**config.mk**
```make
export PLATFORM = sky130hd
export DESIGN_NAME = dbg_trace_capture
export DESIGN_NICKNAME = d
export VERILOG_FILES = /design/src/rtl/cpu_dbg_pkg.sv /design/src/rtl/trace_fifo.sv /design/src/rtl/dbg_trace_capture.sv
export SDC_FILE = /design/constraint.sdc
export NUM_CORES = 1
export LEC_CHECK = 0
export CAP_MARGIN = 20
export CORE_UTILIZATION = 40
export CTS_BUF_LIST = sky130_fd_sc_hd__clkbuf_4
export DETAILED_ROUTE_END_ITERATION = 10
export PLACE_DENSITY = 0.66
export SKIP_CTS_REPAIR_TIMING = 1
export SYNTH_ARGS = -nofsm -noshare
export SYNTH_HDL_FRONTEND = slang
export SYNTH_HIERARCHICAL = 1
export SYNTH_SLANG_ARGS = --single-unit
```
**constraint.sdc**
```tcl
create_clock -name clk -period 12.1 [get_ports clk]
set_input_delay 3.63 -clock clk [delete_from_list [all_inputs] [get_ports clk]]
set_output_delay 3.63 -clock clk [all_outputs]
set_load 0.02 [all_outputs]
```
**src/rtl/cpu_dbg_pkg.sv**
```systemverilog
// cpu_dbg_pkg: shared CPU debug-bus encodings and trace record constants
package cpu_dbg_pkg;
   localparam logic [3:0] ST_FETCH = 4'd0;
   localparam logic [3:0] ST_DECODE = 4'd1;
   localparam logic [7:0] TRACE_MAGIC = 8'hC5;
   localparam int REC_W = 80;
   typedef enum logic [1:0] {SEL_HDR, SEL_PC, SEL_INST} word_sel_e;
endpackage

```
**src/rtl/trace_fifo.sv**
```systemverilog
// trace_fifo: synchronous show-ahead FIFO; a push while full is taken only alongside a pop
module trace_fifo #(
   parameter int W = 80,
   parameter int DEPTH = 16
) (
   input  logic                     clk,
   input  logic                     reset,
   input  logic                     push,
   input  logic                     pop,
   input  logic [W-1:0]             din,
   output logic [W-1:0]             dout,
   output logic                     full,
   output logic                     empty,
   output logic [$clog2(DEPTH):0]   count
);
   localparam int AW = $clog2(DEPTH);
   logic [W-1:0] mem [DEPTH];
   logic [AW-1:0] wptr, rptr;
   logic do_push, do_pop;
   assign full = count == (AW+1)'(DEPTH);
   assign empty = count == '0;
   assign do_pop = pop && !empty;
   assign do_push = push && (!full || do_pop);
   assign dout = mem[rptr];
   always_ff @(posedge clk or posedge reset)
      if (reset) begin
         wptr <= '0;
         rptr <= '0;
         count <= '0;
      end else begin
         wptr <= wptr + AW'(do_push);
         rptr <= rptr + AW'(do_pop);
         count <= count + (AW+1)'(do_push) - (AW+1)'(do_pop);
      end
   always_ff @(posedge clk)
      if (do_push) mem[wptr] <= din;
endmodule

```
**src/rtl/dbg_trace_capture.sv**
```systemverilog
// dbg_trace_capture: captures one trace record per CPU instruction and streams it as 3 words
import cpu_dbg_pkg::*;
module dbg_trace_capture #(
   parameter int DEPTH = 16,
   parameter logic [3:0] CAP_STATE = ST_DECODE
) (
   input  logic                     clk,
   input  logic                     reset,
   input  logic                     trace_en,
   input  logic [3:0]               dbg_state,
   input  logic [31:0]              dbg_pc,
   input  logic [31:0]              dbg_inst,
   output logic                     tr_valid,
   output logic [31:0]              tr_data,
   output logic                     tr_last,
   input  logic                     tr_ready,
   output logic [$clog2(DEPTH):0]   fifo_count,
   output logic                     overflow,
   output logic [15:0]              drop_count
);
   logic [3:0] prev_state;
   logic [15:0] seq;
   word_sel_e sel, sel_nxt;
   logic cap, hs, pop, drop, full, empty;
   logic [REC_W-1:0] head;
   assign cap = trace_en && dbg_state == CAP_STATE && prev_state != CAP_STATE;
   assign hs = tr_valid && tr_ready;
   assign pop = hs && sel == SEL_INST;
   assign drop = cap && full && !pop;
   assign tr_valid = !empty;
   trace_fifo #(.W(REC_W), .DEPTH(DEPTH)) u_fifo (
      .clk(clk),
      .reset(reset),
      .push(cap),
      .pop(pop),
      .din({seq, dbg_pc, dbg_inst}),
      .dout(head),
      .full(full),
      .empty(empty),
      .count(fifo_count)
   );
   // seq advances on every event, dropped or not, so gaps in the stream reveal losses
   always_ff @(posedge clk or posedge reset)
      if (reset) begin
         prev_state <= 4'hF;
         seq <= '0;
         drop_count <= '0;
         overflow <= 1'b0;
         sel <= SEL_HDR;
      end else begin
         prev_state <= dbg_state;
         seq <= seq + 16'(cap);
         drop_count <= drop_count + 16'(drop && drop_count != 16'hFFFF);
         overflow <= overflow || drop;
         sel <= sel_nxt;
      end
   always_comb begin
      sel_nxt = !hs ? sel : sel == SEL_HDR ? SEL_PC : sel == SEL_PC ? SEL_INST : SEL_HDR;
      tr_data = !tr_valid ? 32'h0 :
                sel == SEL_HDR ? {TRACE_MAGIC, 8'h00, head[79:64]} :
                sel == SEL_PC ? head[63:32] : head[31:0];
      tr_last = tr_valid && sel == SEL_INST;
   end
endmodule

```
# [Word level (Yosys, flattened, before mapping)]
# Memory sizes are Yosys's and may differ from the RTL's.
# Cells that the tools add are included.
[totals] memories=1 mem_bits_rw=1280 reg_bits=52
[classes] mux=7 n_eq_ne=6 addsub=6 n_reduce_logical=17
[memory_table] name="u_fifo.mem" depth=16 word_bits=80 read_ports=1 rd_clocked_by_memory_dff=0 write_ports=1 line="trace_fifo.sv:17" text="logic [W-1:0] mem [DEPTH];"
[ops] op="two-way mux 32 bit" n=3
[ops] op="adder 16 x 1 -> 16 bit" n=2
[ops] op="inequality test 16 bit (second input constant)" n=1
[ops] op="logical AND 1 bit" n=10
[ops] op="adder 4 x 1 -> 4 bit" n=2
[ops] op="adder 5 x 1 -> 5 bit" n=1
[ops] op="equality test 5 bit (second input constant)" n=1
[ops] op="logical NOT 5 bit" n=1
[ops] op="subtractor 5 x 1 -> 5 bit" n=1
[ops] op="equality test 4 x 1 -> 1 bit (second input constant)" n=1
[ops] op="two-way mux 2 bit" n=2
[ops] op="inequality test 4 x 1 -> 1 bit (second input constant)" n=1
[ops] op="logical NOT 1 bit" n=3
[ops] op="equality test 2 x 1 -> 1 bit (second input constant)" n=1
[ops] op="equality test 2 bit (second input constant)" n=1
[ops] op="logical NOT 2 bit" n=1
[ops] op="logical OR 1 bit" n=2
[ops] op="two-way mux 1 bit" n=2

# [Logic depth before layout (Yosys ltp)]
# Gate-level depths: netlist of run 1.
[logic_depth] word_depth=9 ltp_mapped=14 ltp_nobuf=13

# [Modules after synthesis]
# The synthesis of run 1 kept the hierarchy.
[by_module_without_submodules] mod="trace_fifo" instances=1 area_per_inst_um2=48474.0 cells_each=2033
[by_module_without_submodules] mod="dbg_trace_capture" instances=1 area_per_inst_um2=2283.4 cells_each=253

# [Worst setup path after synthesis of run 1]
# No wires, ideal clock.
[synth_timing] kind="input port to flip-flop" start="input port dbg_state[1]" end="memory u_fifo.mem[3][0], enable pin" path_slack_ns=1.522 stages=6 setup_ns=0.616 n_path_buf=0 required_ns=11.484 arrival_time_ns=9.961 path_cell_list="nor4b_1 > nand3_1 > inv_1 > o21a_1 > nand3_1 > nor3_1"
[synth_via] elab_chain_cells=6
[synth_lines] element="from (decl)" line="dbg_trace_capture.sv:10" text="input logic [3:0] dbg_state,"
[synth_lines] element="equality test 4 x 1 -> 1 bit" line="dbg_trace_capture.sv:26" text="assign cap = trace_en && dbg_state == CAP_STATE && prev_state != CAP_STATE;"
[synth_lines] element="logical AND 1 bit (2 in a row)" line="dbg_trace_capture.sv:26"
[synth_lines] element="named net cap" line="dbg_trace_capture.sv:24" text="logic cap, hs, pop, drop, full, empty;"
[synth_lines] element="logical AND 1 bit" line="trace_fifo.sv:23" text="assign do_push = push && (!full || do_pop);"
[synth_lines] element="two-way mux 1 bit" line="trace_fifo.sv:36" text="if (do_push) mem[wptr] <= din;"
[synth_lines] element="two-way mux 1 bit (not written as such)" line="trace_fifo.sv:36"
[synth_lines] element="to (decl)" line="trace_fifo.sv:17"
# The timed path passes the listed nets, and every way through them passes these cells.

# [Final worst setup path of run 1]
[layout_timing] start="register u_fifo.rptr[0]" end="output port tr_data[9]"
[layout_via] word_cells_on_any_way=4 classes_between="mux (3); memory (1)"
[layout_rtl] element="from (decl)" line="trace_fifo.sv:18" text="logic [AW-1:0] wptr, rptr;"
[layout_rtl] element="from (signal assigned)" line="trace_fifo.sv:32" text="rptr <= rptr + AW'(do_pop);"
[layout_rtl] element="memory (16 x 80 bit)"
[layout_rtl] element="named net head[73]" line="dbg_trace_capture.sv:25" text="logic [REC_W-1:0] head;"
[layout_rtl] element="two-way mux 32 bit" line="dbg_trace_capture.sv:60" text="sel == SEL_HDR ? {TRACE_MAGIC, 8'h00, head[79:64]} :"
[layout_rtl] element="two-way mux 32 bit" line="dbg_trace_capture.sv:59" text="tr_data = !tr_valid ? 32'h0 :"
[layout_rtl] element="to (decl)" line="dbg_trace_capture.sv:14" text="output logic [31:0] tr_data,"
# The timed path passes the listed nets, and every way through them passes these cells.

==> metrics.yaml, run 1 <==
synth:
  ys_warn_count: 6
  synth.top_cell.area_share_pct: 75.7
  synth_nets: 2372
  synth_cell_types: 40
  avgSynthCellArea_um2: 22.2
  async_reset_ff_share_pct: 3.90
  synthCells: 2286
  synth-edff-count: 1280
  yosys.area.top_type: "edfxtp_1"
  yosysSeqAreaShare_pct: 78.3
  ys_top_cells_by_area: "edfxtp_1, mux4_2, a22oi_1, dfrtp_1, nand2_1"
  postSynthRegisterBits: 1332
  yosysMostFrequentCell: "edfxtp_1"
  synthesis.area_um2: 50800
  synth_flop_cell: "edfxtp_1"
  synth_commonest_cells: "edfxtp_1, mux4_2, a22oi_1"
power_and_ir_drop:
  power_frac_clock_pct: 29.8
  p_leak_nw: 18.7
  ir_worst_vdd_mv: 0.298
  intPower_mw: 8.56
  power_frac_comb_pct: 27.5
  switching_power_mw: 3.69
  p_sw_share_pct: 30.1
  p_per_area_nw_per_um2: 211
  pwr-share-seq_pct: 42.7
placement:
  io_buffers: 127
  place.gp.congestion: 0.771
  placed_cells: 3993
  dp_hpwl_mm: 63.2
layout:
  drive_above_1_share_pct: 32.1
  syn_to_final_growth_pct: 14.6
  nFillCells: 10300
  instances_no_fill: 4540
  final_nets: 2771
critical_path:
  ff2ff_path_depth: 10
  startpoint: "u_fifo/rptr[0]"
  worstSetupEndpoint: "tr_data[9]"
  cp.arrival_ps: 5700
  worstPathMaxFanout: 46
  reg2reg_to: "u_fifo/mem[7][5]"
  endpoint_kind: "primary output"
  path_class: "reg2out"
  crit_required_ps: 8470
  rrSetupSlack_ps: 7240
  r2r-start: "u_fifo/count[2]"
  startpoint_type: "flip-flop"
floorplan:
  die_h_um: 358
  rows: 130
  start_util_pct: 40.4
  core_um2: 126000
  die_area_um2: 128000
  die_x_um: 358
  num_io_pins: 128
route:
  routed_wl_mm: 120
  ant_nets: 0
  vias_per_cell: 5.60
  routedWlPerCell_um: 26.5
  drtIter0Drc: 2584
  drc: 0
  vias: 25400
  first_pass_iters: 7
timing:
  clock_skew_ps: 85.9
  worstMarginPinSlew_ps: 1100
  rsz0062_at_grt: "no"
  max_slew_margin_pct: 26.9
  period_minus_slack_ps: 9330
  final.setup.tns_ps: 0
  setup_violations: 0
  min_period_over_period_pct: 77.1
  finalHoldViolations: 0
  max_freq_mhz: 107
  slew_viol_final: 0
clocking:
  cts_buffers: 340
  cts_buffer_depth: 4
  cts_root_buffer: "clkbuf_4"
  clkTransAtPathRegs_ps: 70
  cts_max_level: 5
  cts_tree: "yes"
  insertion_delay_ps: 1220
  cts.sinks: 1332
grt:
  grt_max_degree: 119
  first_global_vias: 27000
  antenna_found_initial: 10
  grt_first_pass_wirelength_mm: 176
  grt.overflow.total: 0
  grtUsageTotal_pct: 19.0
hold_path:
  min_path_type: "reg2reg"
status:
  status: "finished, final reports clean"
job:
  cap_violations: 0
kinds of logic (layout without fill, tap and decap cells):
family	after synthesis	after routing	synth area share [%]
compound gates	201	201	2.86
mux	337	337	14.6
xor+xnor	37	37	0.638
fa+ha+maj	14	14	0.360
flops	1332	1332	78.3
simple gates	228	228	1.99
buf+inv	137	736	1.27
other cells	0	5	0
cells in the final DEF (no fill, tap or decap), types with 2 or more instances in the layout:
cell / count
nor3_1: 9
nand2_1: 127
o21bai_1: 2
nor2b_1: 2
nor4_1: 8
a22oi_1: 172
nor2_1: 26
nand4_1: 6
clkinv_1: 34
ha_1: 13
nor2b_4: 2
nand3b_1: 2
nor3_2: 4
inv_2: 4
xor2_1: 27
buf_12: 4
clkdlybuf4s50_1: 127
bufinv_16: 6
nand2b_1: 5
clkinv_2: 6
o22ai_1: 4
inv_1: 15
dfrtp_4: 2
dfrtp_1: 46
mux4_2: 320
a21oi_1: 18
nor2_4: 13
diode_2: 5
clkbuf_4: 491
dfstp_2: 4
mux2_2: 17
nand3_1: 16
buf_4: 47
xnor2_1: 10
edfxtp_1: 1280
metal layers:
metal / vias up / global-route usage, % / share of wire, %
met5: - / 0 / 0.067
met4: 12 / 6.61 / 2.1
met3: 216 / 5.68 / 9.4
met2: 1176 / 29.8 / 48
met1: 13400 / 25.3 / 40
li1: 10600 / - / -
per-stage QoR:
stage	utilization [%]	area (µm²)	total power, mW	hold slack, ps	setup WS, ps
3_5_place_dp	43.0	54100	8.70	473	3800
2_1_floorplan	-	50800	7.53	473	1520
5_1_grt	46.2	58100	12.8	511	2340
6_report	46.3	58200	12.2	502	2770
3_3_place_gp	43.0	54100	8.66	478	3850
4_1_cts	46.2	58100	12.4	498	2530
power groups by stage:
stage	sequential, mW	clock, mW	combinational, mW
final	5.23	3.65	3.37
after global routing	5.24	3.96	3.58
after floorplan	5.26	0	2.27
after detailed placement	5.33	0	3.37
after global placement	5.32	0	3.34
after CTS	5.23	3.75	3.39
critical path, cell delays in order, from the launching register on:
cell,delay [ps]
dfrtp_4,810
buf_4,780
buf_4,850
mux4_2,590
a22oi_1,230
nand2_1,80
mux2_2,260
nand2_1,90
a21oi_1,190
clkdlybuf4s50_1,600
state kept, by name (all words and copies together), names as in the netlist:
register / count
u_fifo/count: 5
sel: 2
prev_state: 4
drop_count: 16
u_fifo/wptr: 4
overflow: 1
u_fifo/rptr: 4
seq: 16
u_fifo/mem: 1280
layout make-up:
cell class | instances | area [µm²] | share of cell area [%]
Timing Repair Buffer | 178 | 1700 | 2.93
Clock buffer | 491 | 3690 | 6.34
Antenna cell | 5 | 12.5 | 0.0215
Tap cell | 1650 | 2060 | 3.55
Inverter | 16 | 60.1 | 0.103
Sequential cell | 1332 | 39800 | 68.4
Clock inverter | 51 | 365 | 0.628
Multi-Input combinational cell | 817 | 10500 | 18.1
how the worst min path moves through the flow:
stage	start	end	slack (ps)	cells after the start
floorplan	u_fifo/rptr[0]	u_fifo/rptr[0]	470	1
global placement	overflow	overflow	480	1
detailed placement	overflow	overflow	470	1
CTS	overflow	overflow	500	1
global route	overflow	overflow	510	1
finish	overflow	overflow	500	1
Note: power is estimated with default switching activity, not from simulation.
==> run 2, diff against run 1 <==
--- a/config.mk
+++ b/config.mk
@@ -9,7 +9,7 @@
 export CORE_UTILIZATION = 40
 export CTS_BUF_LIST = sky130_fd_sc_hd__clkbuf_4
 export DETAILED_ROUTE_END_ITERATION = 10
-export PLACE_DENSITY = 0.66
+export PLACE_DENSITY = 0.68
 export SKIP_CTS_REPAIR_TIMING = 1
 export SYNTH_ARGS = -nofsm -noshare
 export SYNTH_HDL_FRONTEND = slang
==> constraint.sdc (replaced) <==
create_clock -name clk -period 8.1 [get_ports clk]
set_input_delay 2.43 -clock clk [delete_from_list [all_inputs] [get_ports clk]]
set_output_delay 2.43 -clock clk [all_outputs]
set_load 0.02 [all_outputs]
==> metrics.yaml, run 2 (synthesis results as in run 1) <==
status:
  status: "finished, final reports clean"
grt:
  antenna_found_initial: 14
  grt_max_degree: 103
  grt.overflow.total: 0
  grtUsageTotal_pct: 19.2
  grt_first_pass_wirelength_mm: 178
  first_global_vias: 26900
floorplan:
  core_um2: 126000
  rows: 130
  die_h_um: 358
  start_util_pct: 40.4
  num_io_pins: 128
  die_area_um2: 128000
  die_x_um: 358
clocking:
  clkTransAtPathRegs_ps: 70
  cts_buffer_depth: 4
  cts_buffers: 339
  insertion_delay_ps: 1150
  cts.sinks: 1332
  cts_root_buffer: "clkbuf_4"
  cts_tree: "yes"
  cts_max_level: 5
critical_path:
  cp.arrival_ps: 4850
  crit_path_cell_trace: "buf_12, mux4_2, a22oi_1, nand2_1, mux2_2, nand2_1, a21oi_1, clkdlybuf4s50_1"
  ff2ff_path_depth: 9
  r2r-start: "u_fifo/count[2]"
  endpoint_kind: "primary output"
  reg2reg_to: "u_fifo/mem[11][23]"
  crit_required_ps: 5670
  startpoint: "u_fifo/rptr[0]"
  worstPathMaxFanout: 55
  path_class: "reg2out"
  rrSetupSlack_ps: 3780
  slowest_delay_ps: 960
  crit_top_cell: "nand2_1"
  startpoint_type: "flip-flop"
  slowest_stage: "dfrtp_4"
power_and_ir_drop:
  p_leak_nw: 18.8
  ir_worst_vdd_mv: 0.415
  p_per_area_nw_per_um2: 313
  power_mw: 18.4
layout:
  top_regs: "u_fifo/mem x1280, drop_count x16, seq x16"
  final_cell_mix: "edfxtp_1, clkbuf_4, mux4_2"
  final_util_pct: 46.6
  syn_to_final_growth_pct: 15.4
  instances_no_fill: 4577
  top_register: "u_fifo/mem"
  largest_reg_flops: 1280
  final_nets: 2779
  drive_above_1_share_pct: 31.3
  final_common_cell: "edfxtp_1"
route:
  ant_nets: 0
  vias: 25700
  drc: 0
  drtIter0Drc: 2407
  routed_wl_mm: 122
  routedWlPerCell_um: 26.7
  first_pass_iters: 5
  vias_per_cell: 5.61
placement:
  placed_cells: 4001
  place.gp.congestion: 0.808
  io_buffers: 127
  dp_hpwl_mm: 65.0
timing:
  whs_ps: 508
  max_freq_mhz: 137
  period_minus_slack_ps: 7280
  min_period_over_period_pct: 89.9
  final.setup.tns_ps: 0
  slew_viol_final: 0
  clock_skew_ps: 127
  rsz0062_at_grt: "no"
  setup_violations: 0
  worstMarginPinSlew_ps: 1160
  max_slew_margin_pct: 22.5
  finalHoldViolations: 0
job:
  cap_violations: 0
hold_path:
  min_path_type: "reg2reg"
  hold-path-endpoint: "drop_count[15]"
  holdPathStages: 1
  hp-start: "drop_count[15]"
-- run 2: layer usage --
metal / routed length, µm / vias to the layer above / track usage (%)
li1: - / 10700 / -
met1: 48600 / 13500 / 25.7
met2: 59400 / 1333 / 29.9
met3: 11900 / 172 / 5.85
met4: 2460 / 14 / 6.55
met5: 89 / - / 0
-- run 2: critical path: cells and delay by family (launching register included) --
family,cells,cell delay [ps]
AOI/OAI and AO/OA,2,400
buffers and inverters,2,1070
DFF,1,960
muxes,2,900
and+or+nand+nor,2,300
-- run 2: power by group --
| group | internal, mW | total (mW) | switching, mW | leakage [nW] |
|---|---|---|---|---|
| registers | 7.63 | 7.83 | 0.201 | 12.1 |
| clock network | 2.88 | 5.42 | 2.54 | 2.42 |
| logic | 2.27 | 5.10 | 2.84 | 4.26 |
-- run 2: stage by stage --
| stage | setup WS [ps] | instance area, µm² |
|---|---|---|
| floorplan | 864 | 50800 |
| global placement | 1980 | 54400 |
| detailed placement | 2010 | 54500 |
| CTS | 672 | 58600 |
| global route | 588 | 58600 |
| finish | 818 | 58600 |
-- run 2: area by class of cell --
type / instances / area (µm²)
Antenna cell: 7 / 17.5
Clock buffer: 468 / 3510
Clock inverter: 100 / 573
Fill cell: 10200 / 67100
Inverter: 16 / 60.1
Multi-Input combinational cell: 817 / 10500
Sequential cell: 1332 / 39800
Tap cell: 1650 / 2060
Timing Repair Buffer: 187 / 2080
-- run 2: how the worst max path moves through the flow --
stage | cells past startpoint | slack, ps | endpoint
floorplan | 6 | 860 | u_fifo/mem[7][0]
global placement | 8 | 1980 | tr_data[11]
detailed placement | 8 | 2010 | tr_data[11]
CTS | 8 | 670 | tr_data[11]
global route | 7 | 590 | tr_data[26]
finish | 8 | 820 | tr_data[11]
==> RTL change, RTL diff (flow settings as in run 2) <==
Reset style: synchronous (`reset`), changed in 2 clocked blocks.
--- a/src/rtl/trace_fifo.sv
+++ b/src/rtl/trace_fifo.sv
@@ -22,7 +22,7 @@
    assign do_pop = pop && !empty;
    assign do_push = push && (!full || do_pop);
    assign dout = mem[rptr];
-   always_ff @(posedge clk or posedge reset)
+   always_ff @(posedge clk)
       if (reset) begin
          wptr <= '0;
          rptr <= '0;
--- a/src/rtl/dbg_trace_capture.sv
+++ b/src/rtl/dbg_trace_capture.sv
@@ -40,7 +40,7 @@
       .count(fifo_count)
    );
    // seq advances on every event, dropped or not, so gaps in the stream reveal losses
-   always_ff @(posedge clk or posedge reset)
+   always_ff @(posedge clk)
       if (reset) begin
          prev_state <= 4'hF;
          seq <= '0;
Check against the original RTL: differs if reset is asserted again (counterexample within 4 cycles, from zero or initial values and one cycle with reset high); with reset held inactive, the same outputs for 4 cycles.
==> RTL change against run 2 <==
- setup slack improved by 0.070 ns
- area after synthesis rose by 0.11%
- via count rose by 0.50%
- highest routed layer unchanged
- largest cell class unchanged
- non-clock buffer count rose by 10
- final area barely moved
- sequential cell count did not move
- wire length barely moved
Power is not compared: it rests on default switching activity, and its combinational part moved more than twofold at a synthesized area within 25%.
==> RTL change: results (changes against run 2) <==
Status: finished clean
DR iter-0 viols: 2,686 (+12%)
Inverter count: 15 (-1)
Count of nets after finishing: 2,831 (+1.9%)
Clk cell area share: 6.948% (-0.025 points)
Worst Hold Depth: 2 (+1)
Met2 Use GR: 31.45% (+1.5 points)
FF-to-FF End: u_fifo/mem[6][4]
Crit-path max FO: 63 (+15%)
M3 GR Usage: 5.208% (-0.64 points)
Clk_skew: 0.1220 ns (-0.004746 ns)
Skew-Pair Late Insertion Delay: 1.18 ns (+0.03 ns)
Arr. time, crit path: 4.78 ns (-0.07 ns)
Buffer share of cell area: 3.501% (-0.056 points)
Share of post-route cells with drive strength above 1: 31.20% (-0.097 points)
Cell count of the worst reg-to-reg path: 11 (+2)
Worst Setup EP: tr_data[21]
Routed WL per cell: 26.35 um (-1.5%)
Share of flip-flops with an asynchronous set or reset: 0% (-3.9 points)
Sequential share of the synthesized area: 77.69% (-0.61 points)
Antenna diodes: 8 (+1)
Largest net degree at the start of global routing: 95 (-7.8%)
CP startpoint: u_fifo/rptr[1]
First-pass GRT wire length: 177.2 mm (-0.19%)
Pre-CTS setup slack: 1.789 ns (-0.2258 ns)
DR vias: 25,798 (+0.50%)
Synth top area cells: edfxtp_1 (76%), mux4_2 (14%), a22oi_1 (2.5%)
Hpwl dp: 62.21 mm (-4.3%)
Multi-input logic area: 10,800 sq um (+2.5%)
Met3 wire len: 12.32 mm (+3.9%)
RR Startpoint: u_fifo/count[2]
Fraction of area in multi-input gates: 18.44% (+0.47 points)
Post-synth top cells: edfxtp_1 (1,280), mux4_2 (320), a22oi_1 (172)
Total GRT Usage: 19.27% (+0.064 points)
Reg-to-reg setup timing slack: 4.11 ns (+0.33 ns)
Synthesized netlist cell count: 2,337 (+2.2%)
Dpl cell area: 54,430 sq um (about the same)
Crit path largest cell delay: 1.00 ns (+0.04 ns)
Final hold slack: 0.4723 ns (-0.03616 ns)
Slowest-stage cell, CP: dfxtp_4
# placed instances: 4,056 (+1.4%)
Met1 Use GR: 24.75% (-0.99 points)
Worst-Margin Slew: 1.107 ns (-0.05563 ns)
Utilization after layout: 46.50% (-0.10 points)
Met2 wire length: 60.25 mm (+1.4%)
[RTL change: cell types whose count changed after synthesis, sizes merged, moves of 16 or more]
cell / change
dfrtp: -48
dfxtp: +52
mux2: -16
mux2i: +17
nand2: -36
nor2: +61
[RTL change: kinds of logic (layout without fill, tap and decap cells)]
logic type | after synthesis | after routing | synth area share [%]
AOI/OAI and AO/OA | 202 | 202 | 2.861
xor gates and xnor gates | 33 | 33 | 0.5688
adders and majority gates | 14 | 14 | 0.3595
buffers and inverters | 142 | 795 | 1.394
DFF | 1332 | 1332 | 77.69
muxes | 338 | 338 | 14.54
other | 0 | 8 | 0
and+or+nand+nor | 276 | 276 | 2.588
[RTL change: worst reg2reg max path, stage by stage (launching register included)]
cell      delay (ns)
dfxtp_1         0.37
inv_1           0.07
ha_1            0.20
nor4b_2         0.16
buf_4           0.30
nor2b_2         0.35
nor3b_1         0.22
buf_4           0.23
o21a_1          0.29
nand3b_1        0.36
nor2_4          0.19
buf_4           0.85
